## config.mk

```make
export PLATFORM = sky130hd
export DESIGN_NAME = gmii_rx_frame
export DESIGN_NICKNAME = d
export VERILOG_FILES = /design/src/rtl/eth_pkg.sv /design/src/rtl/crc32_d8.sv /design/src/rtl/gmii_rx_frame.sv
export SDC_FILE = /design/constraint.sdc
export NUM_CORES = 1
export LEC_CHECK = 0
export BUFFER_PORTS_ARGS = -buffer_cell sky130_fd_sc_hd__buf_2
export CAP_MARGIN = 30
export CORE_ASPECT_RATIO = 1.4
export CORE_MARGIN = 3
export CORE_UTILIZATION = 25
export CTS_BUF_LIST = sky130_fd_sc_hd__clkbuf_4
export DETAILED_ROUTE_END_ITERATION = 12
export HOLD_SLACK_MARGIN = 0.05
export PLACE_DENSITY = 0.47
export SYNTH_ARGS = -nofsm -noshare
export SYNTH_HDL_FRONTEND = slang
export SYNTH_SLANG_ARGS = --single-unit
```

## constraint.sdc

```tcl
create_clock -name gmii_rx_clk -period 3.05 [get_ports gmii_rx_clk]
set_clock_uncertainty 0.15 [all_clocks]
set_input_delay 0.1525 -clock gmii_rx_clk [delete_from_list [all_inputs] [get_ports gmii_rx_clk]]
set_output_delay 0.1525 -clock gmii_rx_clk [all_outputs]
set_load 0.01 [all_outputs]
```

## src/rtl/eth_pkg.sv

```systemverilog
// Shared Ethernet receive constants, error-bit positions and framer state type.
// Also used by the transmit FCS path.
package eth_pkg;

  localparam logic [7:0]  ETH_PREAMBLE  = 8'h55;
  localparam logic [7:0]  ETH_SFD       = 8'hD5;
  localparam logic [31:0] CRC32_POLY    = 32'h04C11DB7;
  localparam logic [31:0] CRC32_INIT    = 32'hFFFFFFFF;
  localparam logic [31:0] CRC32_RESIDUE = 32'hC704DD7B;

  localparam int ERR_CRC = 0;
  localparam int ERR_LEN = 1;
  localparam int ERR_PHY = 2;

  // FCS bytes held back so they never reach the packet layer
  localparam int DLY_DEPTH = 5;

  typedef enum logic [1:0] {
    RX_IDLE,
    RX_PRE,
    RX_DATA,
    RX_DROP
  } rx_state_e;

  function automatic logic [31:0] bitrev32(input logic [31:0] v);
    logic [31:0] r;
    for (int i = 0; i < 32; i++) r[i] = v[31-i];
    return r;
  endfunction

endpackage

```

## src/rtl/crc32_d8.sv

```systemverilog
// Byte-parallel CRC-32 next-state, LSB-first (reflected) bit order as sent on the wire.
module crc32_d8
  import eth_pkg::*;
(
  input  logic [31:0] crc_in,
  input  logic [7:0]  data,
  output logic [31:0] crc_out
);

  localparam logic [31:0] POLY_R = bitrev32(CRC32_POLY);

  logic [31:0] c;

  always_comb begin
    c = crc_in;
    for (int i = 0; i < 8; i++) begin
      c = (c >> 1) ^ ((c[0] ^ data[i]) ? POLY_R : 32'h0);
    end
    crc_out = c;
  end

endmodule

```

## src/rtl/gmii_rx_frame.sv

```systemverilog
// GMII receive framer: strips preamble/SFD, checks FCS and length, forwards the
// frame body five bytes behind the wire and keeps good/bad frame counters.
module gmii_rx_frame
  import eth_pkg::*;
#(
  parameter int MIN_LEN = 64,
  parameter int MAX_LEN = 1518
) (
  input  logic        gmii_rx_clk,
  input  logic        rst,
  input  logic [7:0]  gmii_rxd,
  input  logic        gmii_rxdv,
  input  logic        gmii_rxerr,
  output logic [7:0]  rx_data,
  output logic        rx_valid,
  output logic        rx_sop,
  output logic        rx_eop,
  output logic        rx_good,
  output logic [2:0]  rx_err,
  output logic [15:0] rx_len,
  output logic [31:0] good_cnt,
  output logic [31:0] bad_cnt
);

  localparam logic [15:0] MIN_L  = MIN_LEN[15:0];
  localparam logic [15:0] MAX_L  = MAX_LEN[15:0];
  localparam logic [15:0] N_SAT  = 16'hFFFF;
  localparam logic [15:0] N_FULL = 16'(DLY_DEPTH);

  rx_state_e state_q, state_d;
  logic      dv_q;
  logic [31:0] crc_q, crc_d, crc_nxt;
  logic [15:0] n_q, n_d;
  logic        phy_q, phy_d;
  logic [DLY_DEPTH-1:0][7:0] dly_q, dly_d;

  logic [7:0]  data_q, data_d;
  logic        valid_q, valid_d, sop_q, sop_d, eop_q, eop_d, good_q, good_d;
  logic [2:0]  err_q, err_d, frame_err;
  logic [15:0] len_q, len_d;
  logic [31:0] good_cnt_q, good_cnt_d, bad_cnt_q, bad_cnt_d;
  logic        drop_evt;

  crc32_d8 u_crc (
    .crc_in  (crc_q),
    .data    (gmii_rxd),
    .crc_out (crc_nxt)
  );

  // Register is LSB-first; the residue constant is in polynomial (MSB-first) order.
  always_comb begin
    frame_err          = '0;
    frame_err[ERR_CRC] = (bitrev32(crc_q) != CRC32_RESIDUE);
    frame_err[ERR_LEN] = (n_q < MIN_L) || (n_q > MAX_L);
    frame_err[ERR_PHY] = phy_q;
  end

  always_comb begin
    state_d  = state_q;
    crc_d    = crc_q;
    n_d      = n_q;
    phy_d    = phy_q;
    dly_d    = dly_q;
    data_d   = data_q;
    valid_d  = 1'b0;
    sop_d    = 1'b0;
    eop_d    = 1'b0;
    good_d   = good_q;
    err_d    = err_q;
    len_d    = len_q;
    drop_evt = 1'b0;

    unique case (state_q)
      RX_IDLE: begin
        // dv_q high here means we woke up inside a frame (e.g. after reset)
        if (gmii_rxdv) begin
          if (!dv_q && gmii_rxd == ETH_PREAMBLE) begin
            state_d = RX_PRE;
          end else begin
            state_d  = RX_DROP;
            drop_evt = 1'b1;
          end
        end
      end
      RX_PRE: begin
        if (!gmii_rxdv) begin
          state_d = RX_IDLE;
        end else if (gmii_rxd == ETH_SFD) begin
          state_d = RX_DATA;
          crc_d   = CRC32_INIT;
          n_d     = '0;
          phy_d   = 1'b0;
        end else if (gmii_rxd != ETH_PREAMBLE) begin
          state_d  = RX_DROP;
          drop_evt = 1'b1;
        end
      end
      RX_DATA: begin
        if (n_q >= N_FULL) begin
          valid_d = 1'b1;
          data_d  = dly_q[DLY_DEPTH-1];
          sop_d   = (n_q == N_FULL);
        end
        if (gmii_rxdv) begin
          crc_d = crc_nxt;
          dly_d = {dly_q[DLY_DEPTH-2:0], gmii_rxd};
          if (n_q != N_SAT) n_d = n_q + 16'd1;
          if (gmii_rxerr) phy_d = 1'b1;
        end else begin
          state_d = RX_IDLE;
          if (n_q >= N_FULL) begin
            eop_d  = 1'b1;
            good_d = (frame_err == 3'b000);
            err_d  = frame_err;
            len_d  = (n_q == N_SAT) ? N_SAT : n_q - 16'd4;
          end else begin
            drop_evt = 1'b1;
          end
        end
      end
      RX_DROP: begin
        if (!gmii_rxdv) state_d = RX_IDLE;
      end
      default: state_d = RX_IDLE;
    endcase
  end

  // A drop and a bad rx_eop can land on the same cycle, so both are summed.
  always_comb begin
    good_cnt_d = good_cnt_q + {31'd0, eop_q & good_q};
    bad_cnt_d  = bad_cnt_q + {31'd0, eop_q & ~good_q} + {31'd0, drop_evt};
  end

  always_ff @(posedge gmii_rx_clk) begin
    if (rst) begin
      state_q    <= RX_IDLE;
      dv_q       <= 1'b1;
      crc_q      <= CRC32_INIT;
      n_q        <= '0;
      phy_q      <= 1'b0;
      dly_q      <= '0;
      data_q     <= '0;
      valid_q    <= 1'b0;
      sop_q      <= 1'b0;
      eop_q      <= 1'b0;
      good_q     <= 1'b0;
      err_q      <= '0;
      len_q      <= '0;
      good_cnt_q <= '0;
      bad_cnt_q  <= '0;
    end else begin
      state_q    <= state_d;
      dv_q       <= gmii_rxdv;
      crc_q      <= crc_d;
      n_q        <= n_d;
      phy_q      <= phy_d;
      dly_q      <= dly_d;
      data_q     <= data_d;
      valid_q    <= valid_d;
      sop_q      <= sop_d;
      eop_q      <= eop_d;
      good_q     <= good_d;
      err_q      <= err_d;
      len_q      <= len_d;
      good_cnt_q <= good_cnt_d;
      bad_cnt_q  <= bad_cnt_d;
    end
  end

  assign rx_data  = data_q;
  assign rx_valid = valid_q;
  assign rx_sop   = sop_q;
  assign rx_eop   = eop_q;
  assign rx_good  = good_q;
  assign rx_err   = err_q;
  assign rx_len   = len_q;
  assign good_cnt = good_cnt_q;
  assign bad_cnt  = bad_cnt_q;

endmodule

```

==> results.yml <==
floorplan:
  start_util: 0.254
  num_rows: 81
  die_area_sq_mm: 0.0379
  num_io_pins: 107
  die_w_um: 165
  die_y_um: 229
  core_area_sq_mm: 0.0350
outcome:
  outcome: "complete, no violations"
timing:
  slew_viol_final: 0
  finalWorstSetupSlack_ns: 0.0117
  slew_headroom: 0.508
  hold_viol_final: 0
  worst_pin_slew_ns: 0.735
  rsz0062_at_grt: "true"
  fin_crit_ns: 3.04
  fmax_ghz: 0.329
  period_share: 0.996
  setup_viol: 0
route:
  antenna_left: 0
  vias_per_cell: 4.55
  dr.first_iter.drc_count: 442
  dr.pass1.iters: 5
  dr_total_vias: 7100
  avgRoutedWirePerCell_um: 15.0
  wirelength_mm: 23.4
  drc: 0
synth:
  ys_seq_elements: 187
  ys.flop_type: "dfxtp_1"
  synth_cell_types: 62
  syn_area_sq_mm: 0.00889
  yosysWarnings: 0
  postSynthAreaPerCell_sq_um: 9.19
  synth-edff-count: 0
  synth_nets: 989
  synthArstFlopShare: 0
  syn_inst: 967
  seq_area_frac_synth: 0.421
final_layout:
  final_nets: 1113
  layout-area-overhead-vs-synth_pct: 20.0
  post-route-util: 0.305
  final_common_cell: "dfxtp_1"
  final_cell_mix: "dfxtp_1, nand2_1, buf_2, nor2_1, a21oi_1"
  drive_gt1_frac: 0.214
clock_network:
  cts_root_buf: "clkbuf_4"
  cts_num_sinks: 187
  clk_pin_slew_ns: 0.18
  numCtsBuffers: 17
  worstSkewPairLatency_ns: 0.64
  htreeDepth: 4
  cts_tree: "built"
  clk_path_buf_depth: 2
grt:
  overflow: 0
  grt_util_all_layers: 0.126
  grt_max_degree: 109
  grt_antenna_before_repair: 1
  grt_pass1_wl_mm: 38.0
  first_global_vias: 6939
critical_path:
  crit_fanout: 8
  end_kind: "flop"
  worst-setup-path-type: "reg -> reg"
  r2r_cells: 13
  required_ns: 3.42
  r2r-start: "n_q[14]"
  rrSetupSlack_ns: 0.01
  arrival_ns: 3.40
  timing.rr.end: "bad_cnt[10]"
  startpoint_type: "flop"
place:
  port_buffers: 106
  place_hpwl_mm: 16.4
  place_congestion: 0.826
  post-place-ws_ns: -0.0472
worst_hold_path:
  hp-class: "in -> reg"
  hold_start: "gmii_rxd[3]"
  hold-path-endpoint: "dly_q[3]"
  min_path_cells: 4
flow_run:
  cap_violations: 0
power_and_ir_drop:
  power.density_mw_per_mm2: 444
  p_leak_uw: 0.00411
  vdd_drop_max_mv: 0.275
registers in the layout, indices dropped and copies added (netlist names), 2 cells and up:
name / cells
good_cnt: 32
bad_cnt: 32
rx_data: 8
state_q: 2
rx_err: 3
rx_len: 16
crc_q: 32
n_q: 16
dly_q: 40
logic make-up (layout without fill, tap and decap cells):
family,Yosys count,count (layout),synth area share
muxes,9,9,0.0101
buffers and inverters,73,210,0.0377
other,0,1,0
adders and majority gates,10,10,0.0149
and+or+nand+nor,406,406,0.233
AOI/OAI and AO/OA,151,151,0.113
DFF,187,187,0.421
xor gates and xnor gates,131,131,0.170
report_power, final:
part	switching [uW]	total, uW	internal, uW	leakage, uW
Combinational	320	699	379	0.00243
Sequential	41.4	2530	2480	0.00151
Clock	1040	1510	467	0.000173
Total	1400	4730	3330	0.00411
layer usage:
metal,vias up,track usage,wire (um)
li1,3596,-,-
met1,3380,0.153,10100
met2,107,0.218,11900
met3,17,0.0306,1010
met4,0,0.0369,377
met5,-,0,0
worst max path at each step:
| stage | start | end | slack (ns) | cells after the start |
|---|---|---|---|---|
| CTS | n_q[4] | bad_cnt[30] | -0.02 | 13 |
| floorplan | n_q[11] | bad_cnt[25] | -0.03 | 12 |
| global route | n_q[14] | bad_cnt[28] | -0.14 | 13 |
| finish | n_q[14] | bad_cnt[10] | 0.01 | 13 |
| global placement | n_q[11] | bad_cnt[14] | -0.04 | 12 |
| detailed placement | n_q[11] | bad_cnt[30] | -0.05 | 13 |
layout make-up:
type                    count  area [sq um]
well taps                 456           571
repair buffers            167          1070
clock inverters            15           196
fillers                  3725         24300
flip-flops and latches    187          3750
clock buffers              17           128
diodes                      1          2.50
inverters                  11          41.3
multi-input cells         707          4900
repair_timing:
action,in CTS,in global routing
hold endpoints to repair,83,0
setup buffers,0,3
hold buffers,14,0
pin swaps,6,10
setup endpoints to repair,10,26
resized for setup,7,9
cloned,0,0
critical path: stages, from the launching register on:
cell,delay [ns]
dfxtp_1,0.35
or4_4,0.55
nor4_4,0.35
nand4b_1,0.14
a21oi_1,0.16
a21o_1,0.13
fa_2,0.29
ha_4,0.17
nand2_4,0.07
nor2_4,0.12
buf_6,0.15
nand4_1,0.12
xor2_1,0.15
nor2_1,0.05
synthesized netlist by cell type (9+ instances only):
cell	n	area, sq um
xor2_1	46	403
nor2b_1	9	56.3
or4_1	11	82.6
xnor3_1	17	383
inv_1	11	41.3
dfxtp_1	187	3740
a211oi_2	12	150
and3_1	10	62.6
nand2_1	111	417
nor3_1	17	85.1
mux2i_1	9	90.1
or3_1	16	100
nand3_1	19	95.1
nand2b_1	32	200
nand4_1	28	175
xnor2_1	55	482
nor2_1	102	383
ha_1	9	113
a21oi_1	67	335
clkbuf_1	46	173
nor4_1	14	87.6
o21ai_0	17	85.1
o22ai_1	16	100
through the flow:
stage | power (uW) | hold slack (ns) | cells | TNS [ns] | instance area, sq um
final | 4730 | 0.182 | 1561 | 0 | 10700
after detailed placement | 3270 | 0.294 | 1511 | -0.254 | 10100
after floorplan | 3100 | 0.138 | 967 | -0.0363 | 8910
after global routing | 4970 | 0.115 | 1561 | -1.42 | 10700
after CTS | 4840 | 0.0930 | 1557 | -0.0382 | 10600
after global placement | 3260 | 0.289 | 1511 | -0.125 | 10100
(Power assumes the default switching activity.)
